`config.mk`:
```
export PLATFORM = sky130hd
export DESIGN_NAME = switch_debouncer
export DESIGN_NICKNAME = d
export VERILOG_FILES = /design/src/rtl/switch_debouncer_pkg.sv /design/src/rtl/switch_debounce_bit.sv /design/src/rtl/switch_debouncer.sv
export SDC_FILE = /design/constraint.sdc
export NUM_CORES = 1
export LEC_CHECK = 0
export CAP_MARGIN = 20
export CELL_PAD_IN_SITES_DETAIL_PLACEMENT = 0
export CELL_PAD_IN_SITES_GLOBAL_PLACEMENT = 1
export CORE_ASPECT_RATIO = 1.75
export CORE_MARGIN = 5
export CORE_UTILIZATION = 30
export DETAILED_ROUTE_END_ITERATION = 12
export PLACE_DENSITY_LB_ADDON = 0.25
export RECOVER_POWER = 50
export SLEW_MARGIN = 20
export SYNTH_ARGS = -nofsm -noshare
export SYNTH_HDL_FRONTEND = slang
export SYNTH_HIERARCHICAL = 1
export SYNTH_SLANG_ARGS = --single-unit
```
`constraint.sdc`:
```
create_clock -name clk_clk -period 2.95 [get_ports clk_clk]
set_clock_uncertainty 0.05 [all_clocks]
set_input_delay 0.295 -clock clk_clk [delete_from_list [all_inputs] [get_ports clk_clk]]
set_output_delay 0.295 -clock clk_clk [all_outputs]
set_load 0.1 [all_outputs]
```
`src/rtl/switch_debouncer_pkg.sv`:
```
// Shared types and sizing helpers for the switch debouncer slice.
package switch_debouncer_pkg;

    typedef enum logic {
        INIT = 1'b0,
        RUN  = 1'b1
    } ctrl_state_t;

    // The fewest flops that still give a usable metastability margin.
    localparam int MIN_SYNC_STAGES = 2;

    // A one-cycle debounce window would not filter anything.
    localparam int MIN_DEBOUNCE_CYCLES = 2;

    // Stability counter width; the counter stops at cycles-1, so $clog2 is enough.
    function automatic int counter_width(input int cycles);
        return (cycles > 1) ? $clog2(cycles) : 1;
    endfunction

endpackage

```
`src/rtl/switch_debounce_bit.sv`:
```
// One switch bit: synchroniser chain, stability counter, debounced level and edge pulses.
module switch_debounce_bit
    import switch_debouncer_pkg::*;
#(
    parameter int SYNC_STAGES     = 2,
    parameter int DEBOUNCE_CYCLES = 4
) (
    input  logic clock,
    input  logic reset,
    input  logic raw,
    input  logic enable,
    input  logic load,
    output logic stable,
    output logic rise,
    output logic fall,
    output logic update
);

    localparam int CW = counter_width(DEBOUNCE_CYCLES);
    localparam logic [CW-1:0] TERMINAL = CW'(DEBOUNCE_CYCLES - 1);

    logic [SYNC_STAGES-1:0] sync_chain;
    logic                   sync;
    logic [CW-1:0]          count;

    assign sync = sync_chain[SYNC_STAGES-1];

    // The new level has now persisted for the whole window, so it is accepted this edge.
    assign update = enable && (sync != stable) && (count == TERMINAL);

    // Shift the asynchronous pin through the synchroniser flops.
    always_ff @(posedge clock) begin
        if (reset) begin
            sync_chain <= '0;
        end else begin
            sync_chain <= {sync_chain[SYNC_STAGES-2:0], raw};
        end
    end

    // Count consecutive disagreeing cycles; any agreeing cycle restarts the window.
    always_ff @(posedge clock) begin
        if (reset) begin
            count  <= '0;
            stable <= 1'b0;
            rise   <= 1'b0;
            fall   <= 1'b0;
        end else begin
            rise <= 1'b0;
            fall <= 1'b0;
            if (load) begin
                stable <= sync;
                count  <= '0;
            end else if (enable) begin
                if (sync == stable) begin
                    count <= '0;
                end else if (update) begin
                    stable <= sync;
                    count  <= '0;
                    rise   <= sync;
                    fall   <= ~sync;
                end else begin
                    count <= count + 1'b1;
                end
            end else begin
                count <= '0;
            end
        end
    end

endmodule

```
`src/rtl/switch_debouncer.sv`:
```
// Debounces the board slide switches feeding the SoC switches PIO, with a power-up settle phase.
module switch_debouncer
    import switch_debouncer_pkg::*;
#(
    parameter int WIDTH           = 8,
    parameter int SYNC_STAGES     = 2,
    parameter int DEBOUNCE_CYCLES = 500000
) (
    input  logic             clk_clk,
    input  logic             reset_reset,
    input  logic [WIDTH-1:0] sw_raw,
    output logic [WIDTH-1:0] sw_stable,
    output logic             sw_valid,
    output logic [WIDTH-1:0] sw_rise,
    output logic [WIDTH-1:0] sw_fall,
    output logic             sw_changed
);

    // Out-of-range parameters are pulled up to the smallest sensible values.
    localparam int STAGES = (SYNC_STAGES < MIN_SYNC_STAGES) ? MIN_SYNC_STAGES : SYNC_STAGES;
    localparam int CYCLES = (DEBOUNCE_CYCLES < MIN_DEBOUNCE_CYCLES) ? MIN_DEBOUNCE_CYCLES
                                                                     : DEBOUNCE_CYCLES;
    localparam int IW     = $clog2(STAGES + CYCLES);
    localparam logic [IW-1:0] INIT_TERMINAL = IW'(STAGES + CYCLES - 1);

    ctrl_state_t      state;
    logic [IW-1:0]    init_count;
    logic             load;
    logic             enable;
    logic [WIDTH-1:0] update;

    assign load   = (state == INIT) && (init_count == INIT_TERMINAL);
    assign enable = (state == RUN);

    // Settle phase: wait until the synchronisers and one full window have filled, then run forever.
    always_ff @(posedge clk_clk) begin
        if (reset_reset) begin
            state      <= INIT;
            init_count <= '0;
            sw_valid   <= 1'b0;
        end else begin
            case (state)
                INIT: begin
                    init_count <= init_count + 1'b1;
                    if (init_count == INIT_TERMINAL) begin
                        state    <= RUN;
                        sw_valid <= 1'b1;
                    end
                end
                RUN: begin
                    state <= RUN;
                end
                default: begin
                    state <= INIT;
                end
            endcase
        end
    end

    // One summary pulse no matter how many bits are accepted on the same edge.
    always_ff @(posedge clk_clk) begin
        if (reset_reset) begin
            sw_changed <= 1'b0;
        end else begin
            sw_changed <= |update;
        end
    end

    for (genvar i = 0; i < WIDTH; i++) begin : g_bit
        switch_debounce_bit #(
            .SYNC_STAGES    (STAGES),
            .DEBOUNCE_CYCLES(CYCLES)
        ) u_bit (
            .clock (clk_clk),
            .reset (reset_reset),
            .raw   (sw_raw[i]),
            .enable(enable),
            .load  (load),
            .stable(sw_stable[i]),
            .rise  (sw_rise[i]),
            .fall  (sw_fall[i]),
            .update(update[i])
        );
    end

endmodule
```
==> results, run 1 <==
- The total power divided by cell area is 527 mW/mm^2.
- TritonCTS built the clock tree.
- Yosys mapped the design onto 44 distinct sky130hd cell types.
- The depth of the most critical reg-to-reg path is 8.
- In this run the number of H-tree levels came out at 1.
- The detailed router finished its first iteration with 278 violations.
- The mean area per synthesized cell is 9.13 sq um.
- Synthesis inferred 214 register bits.
- In the layout the commonest cells are sky130_fd_sc_hd__dfxtp_1, sky130_fd_sc_hd__nor2_1, sky130_fd_sc_hd__xnor2_1.
- The worst pin sits at a relative slew slack of -0.276.
- The detail route stage leaves a number of antenna-violating nets equal to 0.
- The ratio of cells with drive above 1 in the final layout is 0.0825.
- The number of buffers inserted to repair setup after CTS is 0.
- Setup repair after global routing left no endpoint under its margin.
- The remaining global-route overflow is 0.
- The number of nets in the layout is 1144.
- In this run the most critical hold path is launched from sw_raw[7].
- At the placement stage, the worst setup path has a slack of 337 ps.
- Wires add up to 21800 um.
- For the worst setup path, the data arrival time is 2980 ps.
- Dividing the detail-routed via count by the number of cells gives 4.92.
- Across every metal layer, demand over resource in global routing totals 0.121.
- From left edge to right edge, the die measures 146 um.
- TritonCTS created 23 clock buffers.
- The routed length per instance is 14.2 um.
- The leakage power of the design is 3.32 nW.
- The detailed placement HPWL is 15200 um.
- The number of warnings printed during yosys synthesis is 6.
- The cell depth of the worst hold path is 2.
- Across all layers, the routed design uses 7577 vias.
- The total count of max-transition violations in the final report came to 41.
- The minimum clock period is 2660 ps.
- Final hold analysis gives a worst-case slack of 289 ps.
- The final number of hold-violating endpoints came to 0.
- Across the run, the number of max-cap violations was 1.
- Of the total synthesized cell area, the portion taken by AND, OR, NAND and NOR gates is 0.334.
- The number of setup violations in the final report is 0.
- The register clock-pin slew on the reported worst setup and hold paths is 60 ps.
- The cell row count is 87.
- The actual transition at the worst max-transition pin is 1910 ps.
- The clock insertion delay at the later pin of the skew report is 510 ps.
- The category of the critical setup timing path is reg2reg.
- The number of antenna violations at the first check in global routing is 0.
- The critical path data required time is 3260 ps.
- The endpoint identified for the worst register-to-register timing path is g_bit[3].u_bit/count[6]$_SDFF_PP0_.
- The count of clock tree sinks is 214.
- The end point of the most critical hold path is g_bit[7].u_bit/sync_chain[0]$_SDFF_PP0_.
- The tightest min-delay check is of the in2reg type.
- Summed over all failing endpoints, the final setup total negative slack is 0 ps.
- The fraction of the mapped netlist area in compound gates is 0.0592.
- After synthesis, the largest family of logic cells by area is simple AND/OR/NAND/NOR gates.
- The startpoint of the lowest-slack register-to-register path is init_count[14]$_SDFFE_PP0N_.
- The share of async-settable or async-resettable flops after synthesis is 0.
- For this run, the leading register cell type out of synthesis is sky130_fd_sc_hd__dfxtp_1.
- The layout overhead on the synthesized area is 14.5%.
- The maximum root-to-sink buffer count is 3.
- The parity-gate share of the synthesized area counting xor and xnor cells is 0.119.
- The placement-stage cell area is 0.0105 sq mm.
- 36 I/O pins were placed.
- The endpoint class of the critical path is a flop.
- The total DRC errors in the routed layout is 0.
- In the finished design, the share of the clock period the worst path needs comes to 0.903.
- Once routing completed, OpenROAD measured the worst setup slack at 285 ps.
- The die covers 0.0363 sq mm.
- The global-route wire length before repair is 37300 um.
- The initial utilization of the core area, before any placement, comes to 0.302.
- The portion of synthesized area spent on multiplexers is 0.0105.
- Based on the critical path, the design can be clocked at up to 0.375 GHz.
- The share of synthesized cell area in full adder, half adder and majority cells is 0.0128.
- In this run the tool buffered the top-level ports with 35 buffer cells.
- The number of global-route vias before repair is 7627.
- The root buffer cell chosen for the clock tree is sky130_fd_sc_hd__clkbuf_16.
- After technology mapping, the gate count stands at 1067.
- For flop-to-flop paths, the worst setup slack is 290 ps.
- The number of gates given a new drive strength after cts is 0.
- The sequential fraction of the synthesis area is 0.440.
- The cell area after technology mapping is 0.00974 sq mm.
- Across the VDD grid, the largest voltage drop is 0.000330 V.
- The library cell used most frequently in the layout, excluding fill and tap cells, is sky130_fd_sc_hd__dfxtp_1.
- The maximum number of pins on one net before global-route repair is 41.
- The antenna diode count is 0.
- The region available for standard cell placement spans 0.0322 sq mm.
- The flow ran to the end, but the final reports show violations.
- The number of synthesized flops with an enable pin is 0.
- Of all nets on the critical path, the largest fanout is 19.
- The finished cells cover 0.0112 sq mm.
- The vertical extent of the die is 248 um.
- The checks that failed: max-capacitance violations, max-slew violations.
- The startpoint type of the worst setup path is a flop.
- The sum of internal, switching and leakage power is 5.88 mW.
- The first-pass iteration count of the detailed router is 5.
- The placer congestion estimate is 0.745.
- The net count after synthesis is 1087.
- The post-cts hold buffer count is 0.
## sequential cells by signal (all words and copies together), names as in the netlist
name and cells:
init_count 19, g_bit.u_bit/stable 8, g_bit.u_bit/rise 8, g_bit.u_bit/sync_chain 16
enable 1, sw_valid 1, sw_changed 1, g_bit.u_bit/fall 8
g_bit.u_bit/count 152
## logic make-up after synthesis
logic type,count (synthesis)
simple gates,563
xor+xnor,132
buf+inv,62
flops,214
compound gates,76
mux,10
fa+ha+maj,10
## cell type report
class                   instances  area, sq um
repair buffers                 42          219
multi-input cells             791         5190
inverters                      52          195
well taps                     400          500
flip-flops and latches        214         4280
clock buffers                  30          642
fillers                      3348        21100
clock inverters                11          116
## cells in the mapped netlist (18+ instances only)
master,count,area share
sky130_fd_sc_hd__xor2_1,19,0.017
sky130_fd_sc_hd__and3_1,25,0.016
sky130_fd_sc_hd__nand3_1,62,0.032
sky130_fd_sc_hd__nand4_1,34,0.022
sky130_fd_sc_hd__inv_1,52,0.020
sky130_fd_sc_hd__nor4_1,38,0.024
sky130_fd_sc_hd__nor3_1,27,0.014
sky130_fd_sc_hd__nand2_1,36,0.014
sky130_fd_sc_hd__xnor2_1,113,0.10
sky130_fd_sc_hd__dfxtp_1,214,0.44
sky130_fd_sc_hd__nand2b_1,18,0.012
sky130_fd_sc_hd__a21oi_1,38,0.020
sky130_fd_sc_hd__nor2_1,187,0.072
sky130_fd_sc_hd__nor2b_1,19,0.012
## worst max path at each step
stage / from / slack, ps / cells after the start / to
final: init_count[14]$_SDFFE_PP0N_ / 290 / 8 / g_bit[3].u_bit/count[6]$_SDFF_PP0_
after global routing: init_count[14]$_SDFFE_PP0N_ / 110 / 8 / g_bit[0].u_bit/count[13]$_SDFF_PP0_
after CTS: init_count[14]$_SDFFE_PP0N_ / 320 / 8 / g_bit[5].u_bit/count[8]$_SDFF_PP0_
after detailed placement: init_count[14]$_SDFFE_PP0N_ / 340 / 8 / g_bit[5].u_bit/count[8]$_SDFF_PP0_
after global placement: init_count[14]$_SDFFE_PP0N_ / 370 / 8 / g_bit[4].u_bit/count[11]$_SDFF_PP0_
after floorplan: init_count[12]$_SDFFE_PP0N_ / 330 / 8 / g_bit[0].u_bit/count[10]$_SDFF_PP0_
## per-layer routing
metal  GRT usage  share of wire  wire (um)  up-vias
met5           0              0          0        -
met3      0.0193          0.040        879       29
met4      0.0413          0.022        471        0
met1       0.136           0.41       9040     3568
li1            -              -          -     3869
met2       0.229           0.52      11400      111
## through the flow
| stage | utilization | cells |
|---|---|---|
| after floorplan | - | 1067 |
| after global placement | 0.327 | 1499 |
| after detailed placement | 0.327 | 1499 |
| after CTS | 0.350 | 1540 |
| after global routing | 0.346 | 1540 |
| final | 0.346 | 1540 |
## report_power, final
part           internal, mW  total, mW  switching, mW
registers              2.90       2.91         0.0109
logic                0.0298     0.0598         0.0300
clock network          1.71       2.90           1.19
total                  4.65       5.88           1.23
## critical path, stage by stage, from the launching register on
cell,delay [ps]
sky130_fd_sc_hd__dfxtp_1,360
sky130_fd_sc_hd__or4b_1,530
sky130_fd_sc_hd__or4_1,470
sky130_fd_sc_hd__nor2_1,140
sky130_fd_sc_hd__buf_4,240
sky130_fd_sc_hd__nor2_1,100
sky130_fd_sc_hd__and3_1,320
sky130_fd_sc_hd__o31ai_4,210
sky130_fd_sc_hd__nor2_1,120
Power figures use the tool's default switching activity.
==> run 2, diff against run 1 <==
CORE_UTILIZATION = 47   (was 30)
==> run 2 against run 1 <==
Against the previous run: the run still ends with max-capacitance violations, max-slew violations left; non-clock buffer count fell by 1; routed wire length fell by 10%; critical path depth did not move; critical path type unchanged; highest routed layer unchanged.
==> results, run 2 (synthesis gave the netlist of run 1 again) <==
- Result of the run: complete, but fails checks (unchanged).
- Violated checks: max-capacitance violations, max-slew violations (unchanged).
- The routing layer with the top usage in global route is met2 (unchanged).
- The clock root buffer is sky130_fd_sc_hd__clkbuf_16 (unchanged).
- The max-slew headroom at the worst pin is -0.0139 (was -0.276).
- The TritonCTS clock tree is yes (unchanged).
- The number of flip-flops in the largest register came to 152 (unchanged).
- The critical path data required time is 3240 ps (was 3260 ps).
- The clock insertion delay at the later pin of the skew report was 500 ps (was 510 ps).
- The area of all placed cells without fillers was 0.0109 sq mm (was 0.0112 sq mm).
- The total wire length after detailed routing is 19600 um (was 21800 um).
- The combined buffer and inverter count along the critical path came to 1 (unchanged).
- The actual transition at the worst max-transition pin was 1520 ps (was 1910 ps).
- The worst flop-to-flop path endpoint is g_bit[2].u_bit/count[8]$_SDFF_PP0_ (was g_bit[3].u_bit/count[6]$_SDFF_PP0_).
- The number of antenna violations at the first check in global routing is 0 (unchanged).
- The detailed placement HPWL came to 13700 um (was 15200 um).
- The number of nets in the layout is 1142 (was 1144).
- The number of cells in the finished layout apart from fillers came to 1386 (was 1540).
- The ratio of cells with drive above 1 in the final layout is 0.0808 (was 0.0825).
- The register clock-pin slew on the reported worst setup and hold paths is 60 ps (about the same).
- The maximum root-to-sink buffer count is 3 (unchanged).
- The global-route wire length before repair is 33800 um (was 37300 um).
- The via count is 7535 (was 7577).
- The vertical extent of the die was 200 um (was 248 um).
- The sequential cell fraction of total power was 0.506 (was 0.496).
- The endpoint arrival time on the critical path is 2900 ps (was 2980 ps).
- The total power divided by cell area is 527 mW/mm^2 (about the same).
- RSZ-0062 raised after global routing: no (unchanged).
- The leakage power of the design was 3.30 nW (was 3.32 nW).
- The layout filler cell count came to 1942 (was 3348).
- The net switching power is 1.16 mW (was 1.23 mW).
- The starting density of the core is 0.478 (was 0.302).
- The final cycle utilization of the critical path was 0.886 (was 0.903).
- The via density per instance is 5.44 (was 4.92).
- The number of top-level design ports is 36 (unchanged).
- The count of clock tree sinks is 214 (unchanged).
- The fraction of power spent switching nets was 0.202 (was 0.209).
- The cell row count came to 69 (was 87).
- The final number of hold-violating endpoints is 0 (unchanged).
- The max-capacitance violation count is 1 (unchanged).
- Top library cells by usage in the layout, fill and taps aside: sky130_fd_sc_hd__dfxtp_1, sky130_fd_sc_hd__nor2_1, sky130_fd_sc_hd__xnor2_1 (unchanged).
- The number of setup violations in the final report came to 0 (unchanged).
- The capture point of the worst path is g_bit[2].u_bit/count[8]$_SDFF_PP0_ (was g_bit[3].u_bit/count[6]$_SDFF_PP0_).
- The met1 demand-to-capacity share in global routing is 0.187 (was 0.136).
- The most frequent standard cell in the layout excluding fill and tap cells is sky130_fd_sc_hd__dfxtp_1 (unchanged).
- Ordered cell list for the critical path: or4b_1 > or4_1 > nor2_1 > buf_4 > nor2_1 > and3_1 > o31ai_4 > nor2_1 (unchanged).
- The combined area of the multi-input logic cells is 0.00518 sq mm (was 0.00519 sq mm).
- The beginning of the critical path is init_count[13]$_SDFFE_PP0N_ (was init_count[14]$_SDFFE_PP0N_).
- The path type of the worst min-delay path was in2reg (unchanged).
- The number of cells in the design after placement is 1346 (was 1499).
- The total routing resource utilization after global routing came to 0.163 (was 0.121).
- The startpoint of the lowest-slack register-to-register path is init_count[13]$_SDFFE_PP0N_ (was init_count[14]$_SDFFE_PP0N_).
- Registers with the highest flip-flop counts: g_bit.u_bit/count: 152 flops, init_count: 19 flops, g_bit.u_bit/sync_chain: 16 flops (unchanged).
- The category of the critical setup timing path was reg2reg (unchanged).
- The layout overhead on the synthesized area came to 12.1% (was 14.5%).
- The post-placement worst setup slack is 412 ps (was 337 ps).
- The highest attainable clock frequency was 0.383 GHz (was 0.375 GHz).
- The number of buffers inserted to repair setup after CTS is 0 (unchanged).
- The startpoint type of the worst setup path is a flop (unchanged).
- The placer congestion estimate is 0.822 (was 0.745).
- The clock power share is 0.484 (was 0.494).
- The endpoint class of the critical path was a flop (unchanged).
- The total count of max-transition violations in the final report is 36 (was 41).
- The register cell area after layout is 0.00428 sq mm (unchanged).
- The combinational cell fraction of total power is 0.010 (about the same).
- The port buffer count is 35 (unchanged).
- The number of global-route vias before repair is 7354 (was 7627).
- The met3 track utilization from global routing is 0.0245 (was 0.0193).
- The kind of cell adding the most delay to the critical path is simple AND/OR/NAND/NOR gates (unchanged).
- The placement-stage cell area was 0.0103 sq mm (was 0.0105 sq mm).
- The routed length per instance is 14.1 um (was 14.2 um).
- The first-pass iteration count of the detailed router is 7 (was 5).
- The antenna diode count is 0 (unchanged).
- The post-cts hold buffer count is 0 (unchanged).
- The register with the highest flop count is g_bit.u_bit/count (unchanged).
- The maximum number of pins on one net before global-route repair is 36 (was 41).
- The setup slack of the worst register-to-register path is 340 ps (was 290 ps).
- The internal power component is 4.59 mW (was 4.65 mW).
- The TritonCTS buffer count is 22 (was 23).
- The highest-delay cell along the critical path is sky130_fd_sc_hd__or4_1 (was sky130_fd_sc_hd__or4b_1).
- The setup TNS is 0 ps (unchanged).
- The setup slack after layout was 338 ps (was 285 ps).
- The die area is 0.0238 sq mm (was 0.0363 sq mm).
- The floorplan core area is 0.0204 sq mm (was 0.0322 sq mm).
- The total DRC errors in the routed layout is 0 (unchanged).
- The count of H-tree levels built during CTS is 1 (unchanged).
- The post-layout utilization of the core is 0.536 (was 0.346).
- The depth of the most critical reg-to-reg path came to 8 (unchanged).
- The number of nets with antenna violations after detailed routing is 0 (unchanged).
- The number of gates given a new drive strength after cts is 0 (unchanged).
- The depth of the critical timing path with buffers and inverters included is 8 (unchanged).
- The cell type with the highest occurrence count on the critical path is sky130_fd_sc_hd__nor2_1 (unchanged).
- The remaining global-route overflow was 0 (unchanged).
- The largest stage delay on the critical path was 480 ps (was 530 ps).
- The DRC marker count from the first detailed-route iteration is 369 (was 278).
- The width of the chip is 119 um (was 146 um).
- The worst vdd rail ir drop came to 0.000504 V (was 0.000330 V).
- The largest driver fanout on the critical path came to 19 (unchanged).
- The minimum clock period is 2610 ps (was 2660 ps).
- The met2 capacity usage during global routing is 0.307 (was 0.229).
-- run 2: changes by cell type in the layout (fill, tap and decap cells not counted), sizes merged --
cell,before,now
clkinvlp,2,1
clkbuf,61,59
clkinv,6,7
-- run 2: area by class of cell --
| class | count | area share |
|---|---|---|
| clock inverters | 11 | 0.0104 |
| multi-input cells | 791 | 0.474 |
| clock buffers | 29 | 0.0566 |
| well taps | 248 | 0.0284 |
| inverters | 52 | 0.0179 |
| flip-flops and latches | 214 | 0.392 |
| repair buffers | 41 | 0.0198 |
-- run 2: how the worst min path moves through the flow --
| stage | start | endpoint | slack, ps | cells after the start |
|---|---|---|---|---|
| floorplan | reset_reset | g_bit[0].u_bit/sync_chain[0]$_SDFF_PP0_ | 320 | 1 |
| global placement | g_bit[4].u_bit/sync_chain[0]$_SDFF_PP0_ | g_bit[4].u_bit/sync_chain[1]$_SDFF_PP0_ | 370 | 1 |
| detailed placement | g_bit[4].u_bit/sync_chain[0]$_SDFF_PP0_ | g_bit[4].u_bit/sync_chain[1]$_SDFF_PP0_ | 370 | 1 |
| CTS | reset_reset | g_bit[7].u_bit/sync_chain[1]$_SDFF_PP0_ | 250 | 2 |
| global route | sw_raw[0] | g_bit[0].u_bit/sync_chain[0]$_SDFF_PP0_ | 300 | 2 |
| finish | sw_raw[2] | g_bit[2].u_bit/sync_chain[0]$_SDFF_PP0_ | 300 | 2 |
-- run 2: per-layer routing --
layer,up-vias,wire [um]
li1,3873,-
met1,3525,8200
met2,107,10200
met3,30,694
met4,0,473
met5,-,0
-- run 2: per-stage QoR --
step	hold WS [ps]	power [mW]
2_1_floorplan	317	3.01
3_3_place_gp	368	3.04
3_5_place_dp	370	3.04
4_1_cts	251	5.86
5_1_grt	303	5.99
6_report	304	5.75
-- run 2: worst reg2reg max path: cells and delay by family, from the launching register on --
family,cells,cell delay [ps]
AND/OR/NAND/NOR,6,1600
buffers and inverters,1,210
AO/OA/AOI/OAI,1,200
flip-flops,1,400
-- run 2: power by group through the flow --
stage | clock (mW) | sequential, mW | combinational, mW
detailed placement | 0 | 2.98 | 0.0606
CTS | 2.89 | 2.91 | 0.0610
global route | 3.01 | 2.91 | 0.0661
finish | 2.78 | 2.91 | 0.0584
floorplan | 0 | 2.98 | 0.0324
global placement | 0 | 2.98 | 0.0598
==> run 3, diff against run 2 <==
REMOVE_ABC_BUFFERS = 1   (was unset)
==> run 3 against run 2 <==
Against the previous run: the run now ends clean; clock power hardly changed; final area rose by 0.20%; flip-flop and latch count unchanged; count of clock-buffer cells in the layout rose by 5; die area unchanged; via count shrank 0.58%; highest routed layer unchanged.
==> results, run 3 (synthesis gave the netlist of run 1 again) <==
- The total routing resource utilization after global routing came to 0.164 (was 0.163).
- The setup slack of the worst register-to-register path is 390 ps (was 340 ps).
- The count of clock tree sinks is 214 (unchanged).
- The maximum number of pins on one net before global-route repair is 34 (was 36).
- The die area is 0.0238 sq mm (unchanged).
- The routed length per instance is 14.2 um (was 14.1 um).
- The cell row count is 69 (unchanged).
- The total count of max-transition violations in the final report was 0 (was 36).
- The number of top-level design ports is 36 (unchanged).
- The worst vdd rail ir drop is 0.000409 V (was 0.000504 V).
- The leakage power of the design came to 3.34 nW (was 3.30 nW).
- The kind of cell adding the most delay to the critical path is simple AND/OR/NAND/NOR gates (unchanged).
- The final cycle utilization of the critical path is 0.868 (was 0.886).
- The number of cells in the finished layout apart from fillers is 1386 (unchanged).
- The total wire length after detailed routing is 19600 um (about the same).
- The layout filler cell count is 1937 (was 1942).
- The TritonCTS clock tree is yes (unchanged).
- The port buffer count is 35 (unchanged).
- The number of antenna violations at the first check in global routing is 0 (unchanged).
- The TritonCTS buffer count was 22 (unchanged).
- Top library cells by usage in the layout, fill and taps aside: sky130_fd_sc_hd__dfxtp_1, sky130_fd_sc_hd__nor2_1, sky130_fd_sc_hd__xnor2_1 (unchanged).
- The number of cells in the design after placement came to 1346 (unchanged).
- The highest attainable clock frequency is 0.391 GHz (was 0.383 GHz).
- The max-capacitance violation count came to 0 (was 1).
- The number of nets with antenna violations after detailed routing is 0 (unchanged).
- The path type of the worst min-delay path is in2reg (unchanged).
- Registers with the highest flip-flop counts: g_bit.u_bit/count: 152 flops, init_count: 19 flops, g_bit.u_bit/sync_chain: 16 flops (unchanged).
- The vertical extent of the die is 200 um (unchanged).
- The detailed placement HPWL is 13500 um (was 13700 um).
- The starting density of the core is 0.478 (unchanged).
- Ordered cell list for the critical path: or4b_1 > or4_1 > nor2_1 > buf_4 > nor2_1 > and3_1 > o31ai_4 > nor2_1 (unchanged).
- The clock insertion delay at the later pin of the skew report came to 500 ps (about the same).
- The floorplan core area is 0.0204 sq mm (unchanged).
- The post-cts hold buffer count is 0 (unchanged).
- The remaining global-route overflow came to 0 (unchanged).
- The cell type with the highest occurrence count on the critical path was sky130_fd_sc_hd__nor2_1 (unchanged).
- The combined buffer and inverter count along the critical path was 1 (unchanged).
- The largest driver fanout on the critical path is 19 (unchanged).
- The setup TNS is 0 ps (unchanged).
- The layout overhead on the synthesized area was 12.3% (was 12.1%).
- The number of setup violations in the final report is 0 (unchanged).
- The total power divided by cell area is 525 mW/mm^2 (was 527 mW/mm^2).
- The highest-delay cell along the critical path is sky130_fd_sc_hd__or4b_1 (was sky130_fd_sc_hd__or4_1).
- The category of the critical setup timing path is reg2reg (unchanged).
- The final number of hold-violating endpoints is 0 (unchanged).
- The clock root buffer is sky130_fd_sc_hd__clkbuf_16 (unchanged).
- The largest stage delay on the critical path was 530 ps (was 480 ps).
- The total DRC errors in the routed layout came to 0 (unchanged).
- The global-route wire length before repair was 34100 um (was 33800 um).
- The number of nets in the layout was 1142 (unchanged).
- The via count is 7491 (was 7535).
- The placer congestion estimate is 0.777 (was 0.822).
- The number of gates given a new drive strength after cts was 0 (unchanged).
- The antenna diode count is 0 (unchanged).
- The width of the chip came to 119 um (unchanged).
- The DRC marker count from the first detailed-route iteration was 352 (was 369).
- The most frequent standard cell in the layout excluding fill and tap cells is sky130_fd_sc_hd__dfxtp_1 (unchanged).
- The endpoint arrival time on the critical path is 2870 ps (was 2900 ps).
- The startpoint type of the worst setup path is a flop (unchanged).
- The number of global-route vias before repair is 7189 (was 7354).
- The number of flip-flops in the largest register is 152 (unchanged).
- The via density per instance is 5.40 (was 5.44).
- The number of buffers inserted to repair setup after CTS is 0 (unchanged).
- The minimum clock period was 2560 ps (was 2610 ps).
- The endpoint class of the critical path is a flop (unchanged).
- The sum of internal, switching and leakage power is 5.74 mW (was 5.75 mW).
- The count of H-tree levels built during CTS was 1 (unchanged).
- The register clock-pin slew on the reported worst setup and hold paths is 60 ps (about the same).
- The actual transition at the worst max-transition pin came to 1410 ps (was 1520 ps).
- The register with the highest flop count is g_bit.u_bit/count (unchanged).
- The ratio of cells with drive above 1 in the final layout is 0.0800 (was 0.0808).
- The maximum root-to-sink buffer count is 3 (unchanged).
- The max-slew headroom at the worst pin is 0.0615 (was -0.0139).
- Result of the run: complete, no violations (was complete, but fails checks).
- The first-pass iteration count of the detailed router is 4 (was 7).
- The critical path data required time is 3260 ps (was 3240 ps).
- RSZ-0062 raised after global routing: no (unchanged).
## run 3: where the power goes
group | internal, mW | switching [mW] | total (mW) | leakage (nW)
registers | 2.90 | 0.0112 | 2.91 | 1.73
logic | 0.0296 | 0.0286 | 0.0581 | 1.25
clock network | 1.65 | 1.12 | 2.77 | 0.363
## run 3: area by class of cell
class	count	area, sq um	area share
clock buffers	34	667	0.0610
clock inverters	6	66.3	0.00606
inverters	52	195	0.0178
multi-input cells	791	5200	0.475
flip-flops and latches	214	4280	0.392
well taps	248	310	0.0284
repair buffers	41	215	0.0197
## run 3: metrics by stage
stage	setup WS, ps	util	cell area [sq um]	hold slack, ps
2_1_floorplan	474	-	9690	314
3_3_place_gp	473	0.507	10300	369
3_5_place_dp	426	0.507	10300	376
4_1_cts	408	0.543	11100	236
5_1_grt	195	0.537	10900	290
6_report	390	0.537	10900	296
## run 3: routing by layer
metal,track usage,part of all wire,vias up
met5,0,0,-
met4,0.0448,0.017,0
met3,0.0228,0.033,23
met2,0.299,0.51,89
met1,0.200,0.44,3504
li1,-,-,3875
## run 3: path summary, 6_finish.rpt
kind	start	endpoint	depth (start not counted)
max	init_count[14]$_SDFFE_PP0N_	g_bit[7].u_bit/count[3]$_SDFF_PP0_	8
min	sw_raw[7]	g_bit[7].u_bit/sync_chain[0]$_SDFF_PP0_	2
min reg2reg	g_bit[3].u_bit/sync_chain[0]$_SDFF_PP0_	g_bit[3].u_bit/sync_chain[1]$_SDFF_PP0_	1
max reg2reg	init_count[14]$_SDFFE_PP0N_	g_bit[7].u_bit/count[3]$_SDFF_PP0_	8
## run 3: worst reg2reg max path, delay by kind of cell, from the launching register on
kind / cells / cell delay (ps)
AO/OA/AOI/OAI: 1 / 200
flip-flops: 1 / 350
AND/OR/NAND/NOR: 6 / 1620
buffers and inverters: 1 / 200
